==> src/rtl/mem_arbiter_pkg.sv <==
// mem_arbiter_pkg: shared types for the instruction/data memory arbiter
package mem_arbiter_pkg;
    typedef logic [31:0] u32_t;
    typedef logic [3:0]  wrstb_t;
    typedef enum logic [1:0] {
        MEM_OP_NONE  = 2'd0,
        MEM_OP_LOAD  = 2'd1,
        MEM_OP_STORE = 2'd2
    } mem_op_e;
    typedef enum logic [1:0] {
        IDLE = 2'd0,
        BUS  = 2'd1,
        RESP = 2'd2
    } arb_state_e;
    typedef enum logic {
        OWNER_IF  = 1'b0,
        OWNER_MEM = 1'b1
    } arb_owner_e;
endpackage

==> src/rtl/mem_arbiter.sv <==
// mem_arbiter: arbitrates fetch (if_*) and data (mem_*) requests onto one memory bus (bus_*)
// Ports: clk/rst_n (async active-low); if_req/if_addr -> if_ack/if_rdata/if_err;
// mem_op/mem_addr/mem_wdata/mem_wrstb -> mem_ack/mem_rdata/mem_err;
// bus_req/bus_we/bus_addr/bus_wdata/bus_wrstb out, bus_ack/bus_rdata in.
// Optional macro ARB_TIMEOUT_EN: abort a bus wait after TIMEOUT_CYCLES cycles with err=1.
module mem_arbiter
    import mem_arbiter_pkg::*;
#(
    parameter int TIMEOUT_CYCLES = 255
) (
    input  logic    clk,
    input  logic    rst_n,
    input  logic    if_req,
    input  u32_t    if_addr,
    output logic    if_ack,
    output u32_t    if_rdata,
    output logic    if_err,
    input  mem_op_e mem_op,
    input  u32_t    mem_addr,
    input  u32_t    mem_wdata,
    input  wrstb_t  mem_wrstb,
    output logic    mem_ack,
    output u32_t    mem_rdata,
    output logic    mem_err,
    output logic    bus_req,
    output logic    bus_we,
    output u32_t    bus_addr,
    output u32_t    bus_wdata,
    output wrstb_t  bus_wrstb,
    input  logic    bus_ack,
    input  u32_t    bus_rdata
);
    if (TIMEOUT_CYCLES < 1) begin : g_bad_timeout
        $error("TIMEOUT_CYCLES must be at least 1");
    end

    arb_state_e state, state_nxt;
    arb_owner_e owner;
    u32_t       rdata_q;
    logic       timed_out;
    logic       err_q;
    logic       mem_go;
    logic       if_go;

    assign mem_go = state == IDLE && mem_op != MEM_OP_NONE;
    assign if_go  = state == IDLE && mem_op == MEM_OP_NONE && if_req;

`ifdef ARB_TIMEOUT_EN
    localparam int CW = $clog2(TIMEOUT_CYCLES + 1) > 8 ? $clog2(TIMEOUT_CYCLES + 1) : 8;
    logic [CW-1:0] cnt;
    // cnt counts completed ack-less BUS cycles; the last allowed one aborts
    assign timed_out = state == BUS && !bus_ack && cnt == CW'(TIMEOUT_CYCLES - 1);
    always_ff @(posedge clk or negedge rst_n) begin
        if (!rst_n)
            cnt <= '0;
        else if (state != BUS)
            cnt <= '0;
        else if (!bus_ack)
            cnt <= cnt + 1'b1;
    end
`else
    assign timed_out = 1'b0;
`endif

    always_ff @(posedge clk or negedge rst_n) begin
        if (!rst_n)
            state <= IDLE;
        else
            state <= state_nxt;
    end

    always_comb begin
        state_nxt = state;
        case (state)
            IDLE:    state_nxt = (mem_go || if_go) ? BUS : IDLE;
            BUS:     state_nxt = (bus_ack || timed_out) ? RESP : BUS;
            default: state_nxt = IDLE;
        endcase
    end

    always_ff @(posedge clk or negedge rst_n) begin
        if (!rst_n) begin
            owner     <= OWNER_IF;
            bus_we    <= 1'b0;
            bus_addr  <= '0;
            bus_wdata <= '0;
            bus_wrstb <= '0;
            rdata_q   <= '0;
            err_q     <= 1'b0;
        end else begin
            if (mem_go) begin
                owner     <= OWNER_MEM;
                bus_we    <= mem_op == MEM_OP_STORE;
                bus_addr  <= mem_addr;
                bus_wdata <= mem_wdata;
                bus_wrstb <= mem_op == MEM_OP_STORE ? mem_wrstb : '0;
            end else if (if_go) begin
                owner     <= OWNER_IF;
                bus_we    <= 1'b0;
                bus_addr  <= if_addr;
                bus_wdata <= '0;
                bus_wrstb <= '0;
            end
            if (state == BUS && (bus_ack || timed_out)) begin
                rdata_q <= (bus_ack && !bus_we) ? bus_rdata : '0;
                err_q   <= timed_out;
            end
        end
    end

    assign bus_req   = state == BUS;
    assign if_ack    = state == RESP && owner == OWNER_IF;
    assign mem_ack   = state == RESP && owner == OWNER_MEM;
    assign if_rdata  = rdata_q;
    assign mem_rdata = rdata_q;
    assign if_err    = if_ack && err_q;
    assign mem_err   = mem_ack && err_q;
endmodule

==> config.mk <==
export PLATFORM = sky130hd
export DESIGN_NAME = mem_arbiter
export DESIGN_NICKNAME = d
export VERILOG_FILES = /design/src/rtl/mem_arbiter_pkg.sv /design/src/rtl/mem_arbiter.sv
export SDC_FILE = /design/constraint.sdc
export NUM_CORES = 1
export LEC_CHECK = 0
export ABC_AREA = 1
export BUFFER_PORTS_ARGS = -buffer_cell sky130_fd_sc_hd__buf_4
export CORE_AREA = 2 2 108 110
export DETAILED_ROUTE_END_ITERATION = 7
export DIE_AREA = 0 0 110 112
export GPL_ROUTABILITY_DRIVEN = 0
export GPL_TIMING_DRIVEN = 0
export PLACE_DENSITY = 0.89
export SETUP_SLACK_MARGIN = 0.2
export SLEW_MARGIN = 20
export SYNTH_ARGS = -nofsm -noshare
export SYNTH_HDL_FRONTEND = slang
export SYNTH_SLANG_ARGS = --single-unit
==> constraint.sdc <==
create_clock -name clk -period 2.75 [get_ports clk]
set_input_delay 0.275 -clock clk [delete_from_list [all_inputs] [get_ports clk]]
set_output_delay 0.275 -clock clk [all_outputs]
set_load 0.1 [all_outputs]
* Word-level counts from Yosys, hierarchy flattened
Cells that the tools add are included.
** Storage, ports and cells
- Register bits after elaboration :: 104
- Input port bits :: 138
** Cells by class
- Equality and inequality tests :: 3
- Multiplexer cells :: 14
- Bitwise operators :: 1
- Reductions and logical operators :: 13
** Operators by type and width (count)
- $mux W32 :: 5
- $mux W4 :: 3
- $logic_and A1 B1 Y1 :: 7
- $eq A2 B2 Y1 const B :: 2
- $logic_not A2 Y1 :: 2
- $mux W1 :: 4
- $pmux W2 S2 :: 1
- $reduce_bool A2 Y1 :: 2
- $eq A2 B1 Y1 const B :: 1
- $mux W2 :: 1
- $logic_not A1 Y1 :: 1
- $logic_or A1 B1 Y1 :: 1
- $not A1 Y1 :: 1

* Longest topological paths before layout
- Depth after elaboration :: 6
- Depth in mapped cells :: 8

* Least setup slack after synthesis
No wires, ideal clock.
- Path type :: flip-flop to output port
- Start :: register state[1]
- End :: output port mem_ack
- Data arrival time :: 2.548 ns
- Data required time :: 2.475 ns
- Setup slack :: -0.073 ns
- Stages on the path, launching flop included :: 3
- Path buffers :: 0
- Path through :: dfrtp_1 > inv_1 > nor3_1
** Between the ends
- Longest elaborated chain between the ends :: 2
** Ends and longest elaborated chain
- from (decl) :: RTL line mem_arbiter.sv:37 : arb_state_e state, state_nxt;
- from (signal assigned) :: RTL line mem_arbiter.sv:69 : state <= state_nxt;
- $eq A2 B2 Y1 :: RTL line mem_arbiter.sv:113 : assign mem_ack = state == RESP && owner == OWNER_MEM;
- $logic_and A1 B1 Y1 :: RTL line mem_arbiter.sv:113
- to (decl) :: RTL line mem_arbiter.sv:22 : output logic mem_ack,
Every way passes these cells.

* Final worst setup path
- Start :: register state[0]
- End :: register bus_addr[4]
** Between the ends
- Longest elaborated chain between the ends :: 4
** Ends and longest elaborated chain
- $logic_not A2 Y1 (*) :: RTL line mem_arbiter.sv:45, mem_arbiter.sv:46
- $logic_and A1 B1 Y1 (2 in a row) :: RTL line mem_arbiter.sv:46 : assign if_go = state == IDLE && mem_op == MEM_OP_NONE && if_req;
- $reduce_bool A2 Y1 (no source line)
- to (signal assigned) :: RTL line mem_arbiter.sv:94 : bus_addr <= mem_addr;
- to (signal assigned) :: RTL line mem_arbiter.sv:100 : bus_addr <= if_addr;
- to (decl) :: RTL line mem_arbiter.sv:27 : output u32_t bus_addr,
Mark *: on every way between the ends. The rest lies on a longest branch, timed or not.
A chain may end at the register's enable or synchronous reset.

==> impl_metrics.py <==
metrics = {
    "status": {
        "status": "finished, final reports clean",
    },
    "clocking": {
        "ctsResizeCount": 0,
        "clk_latency_ps": 340,
        "cts-htree-levels": 3,
        "clk_pin_slew_ps": 70,
        "cts.sink_count": 104,
        "cts_tree": "built",
        "cts_setup_buffers": 0,
        "cts_hold_buf": 0,
        "numCtsBuffers": 9,
        "cts-root-buf": "clkbuf_16",
        "cts_buffer_depth": 2,
    },
    "detailed_routing": {
        "post_drt_via_cell_ratio": 4.79,
        "wl_per_cell_um": 14.3,
        "detail-route-antenna-nets": 0,
        "post-route-drc-count": 0,
        "num_vias": 5094,
        "drt_iter0_drc": 417,
        "dr.pass1.iters": 4,
        "postRouteWirelength_mm": 15.2,
    },
    "yosys": {
        "synth_top_area_share_pct": 52.4,
        "ys_types": 17,
        "yosysMostFrequentCell": "nand2_1",
        "synth_ff_type": "dfrtp_1",
        "netlist_instances": 630,
        "yosys_warnings": 0,
        "avgSynthCellArea_um2": 7.88,
        "synth_seq_cells": 104,
        "synth_commonest_cells": "nand2_1 (205), nand3_1 (132), dfrtp_1 (104), inv_1 (72), buf_4 (34)",
        "synth_area_leader_cell": "dfrtp_1",
        "synth.area.top_cells": "dfrtp_1 (52%), nand2_1 (16%), nand3_1 (13%)",
        "ys_seq_area_share_pct": 52.4,
        "synthArstFlopShare_pct": 100,
        "synth_edf_count": 0,
        "syn_area_um2": 4960,
    },
    "timing": {
        "max_freq_ghz": 0.586,
        "max_slew_margin_pct": 36.7,
        "period_minus_slack_ps": 1710,
        "setup-violations-final": 0,
        "fin_tns_setup_ps": 0,
        "fin_crit_sh_pct": 62.0,
        "worst_pin_slew_ps": 950,
        "clock_skew_ps": 11.6,
        "fin_ws_ps": 1040,
        "hold_viol_final": 0,
        "drv_slew": 0,
        "rsz0062_at_grt": "no",
    },
    "setup_path": {
        "path_class": "flip-flop to flip-flop",
        "cpMaxStageDelayCell": "dfrtp_1",
        "cpMostUsedCell": "nand2_1",
        "max_stage_delay_ps": 450,
        "cp_max_fo": 10,
        "worstSetupEndpointType": "flip-flop",
        "critPathRequiredTime_ps": 3020,
        "crit_arrival_ps": 1980,
        "timing.critical_path.from_type": "flip-flop",
        "crit_path_cell_trace": "nor2_4 > nand2_2 > nand2_1 > buf_2 > nand3_1 > nand2_1",
    },
    "grt": {
        "grt_pass1_wl_mm": 23.7,
        "gr-usage-all-layers_pct": 24.6,
        "grt_pass1_vias": 4859,
        "grt_overflow_total": 0,
        "antenna_found_initial": 0,
        "grt_max_degree": 105,
    },
    "min_path": {
        "hp-class": "input pin to asynchronous set/reset pin",
    },
    "place": {
        "hpwl_mm": 11.7,
        "io_buffer_count": 273,
        "pre_cts_ws_ps": 978,
    },
    "floorplanning": {
        "core_region_area_um2": 11200,
        "die_area_um2": 12300,
        "io_pins": 276,
        "die_h_um": 112,
        "rows": 39,
        "start_util_pct": 44.4,
        "die_w_um": 110,
    },
    "finish": {
        "final_nets": 1053,
        "areaGrowthSynthToFinish_pct": 51.4,
        "diodes": 0,
        "fillers": 944,
        "drive_above_1_share_pct": 38.2,
    },
    "job": {
        "cap_violations": 0,
    },
}
==> metal layers <==
layer / global-route usage [%] / share of wire [%] / vias up / wire length, um
met2: 42.7 / 51 / 214 / 7830
met5: 0 / 0 / - / 0
li1: - / - / 2502 / -
met1: 29.6 / 39 / 2352 / 5870
met3: 5.33 / 7.7 / 26 / 1170
met4: 8.44 / 2.2 / 0 / 340
==> flip-flops by register name, indices dropped and copies added (netlist names) <==
register and cells:
bus_addr 32, bus_wrstb 4, bus_wdata 32, owner 1, bus_we 1, if_rdata 32, state 2
==> final cells by class <==
cell class | count | area, um^2 | share of cell area, %
Timing Repair Buffer | 273 | 2050 | 27.3
Inverter | 72 | 270 | 3.60
Clock inverter | 7 | 78.8 | 1.05
Clock buffer | 9 | 225 | 3.00
Buffer | 74 | 433 | 5.76
Tap cell | 143 | 179 | 2.38
Multi-Input combinational cell | 381 | 1670 | 22.2
Sequential cell | 104 | 2600 | 34.6
==> cell usage in the layout, fill, tap and decap left out, drive strengths merged <==
master | netlist | final
buf | 55 | 328
nand2 | 207 | 207
nand3 | 132 | 132
dfrtp | 104 | 104
inv | 72 | 74
o21ai | 33 | 33
clkbuf | 19 | 28
clkinv | 0 | 4
nor2 | 3 | 3
nor3 | 2 | 2
conb | 1 | 2
o211ai | 1 | 1
o21bai | 1 | 1
bufinv | 0 | 1
==> worst max-delay path, delay by kind of cell, from the launching register on <==
kind                   cells  cell delay [ps]
and+or+nand+nor            5              910
DFF                        1              450
buffers and inverters      1              280
==> logic make-up after synthesis <==
logic type             after synthesis  share of synthesized area [%]
AND/OR/NAND/NOR                    344                           29.7
buffers and inverters              146                           14.2
flip-flops                         104                           52.4
AO/OA/AOI/OAI                       35                           3.63
other                                1                         0.0756
==> worst paths after layout <==
| check | to | slack (ps) | start | cells past startpoint |
|---|---|---|---|---|
| max reg2reg | bus_addr[4] | 1040 | state[0] | 6 |
| min in group clk | bus_wdata[1] | 130 | mem_wdata[1] | 3 |
| max | bus_addr[4] | 1040 | state[0] | 6 |
| min | if_rdata[9] | 40 | rst_n | 1 |
| min reg2reg | bus_wdata[30] | 510 | bus_wdata[30] | 2 |
| max in group asynchronous | bus_addr[22] | 2050 | rst_n | 1 |
==> per-stage QoR <==
stage | area (um^2) | instances | utilization, % | hold slack [ps]
global route | 7510 | 1063 | 67.2 | 128
global placement | 7210 | 1047 | 64.5 | 471
finish | 7510 | 1063 | 67.2 | 35.3
floorplan | 4980 | 631 | - | -20.6
CTS | 7510 | 1063 | 67.2 | 98.7
detailed placement | 7210 | 1047 | 64.5 | 461
Power is not shown: default switching activity piles up to over one toggle a cycle in this logic, so the estimate is an artifact.
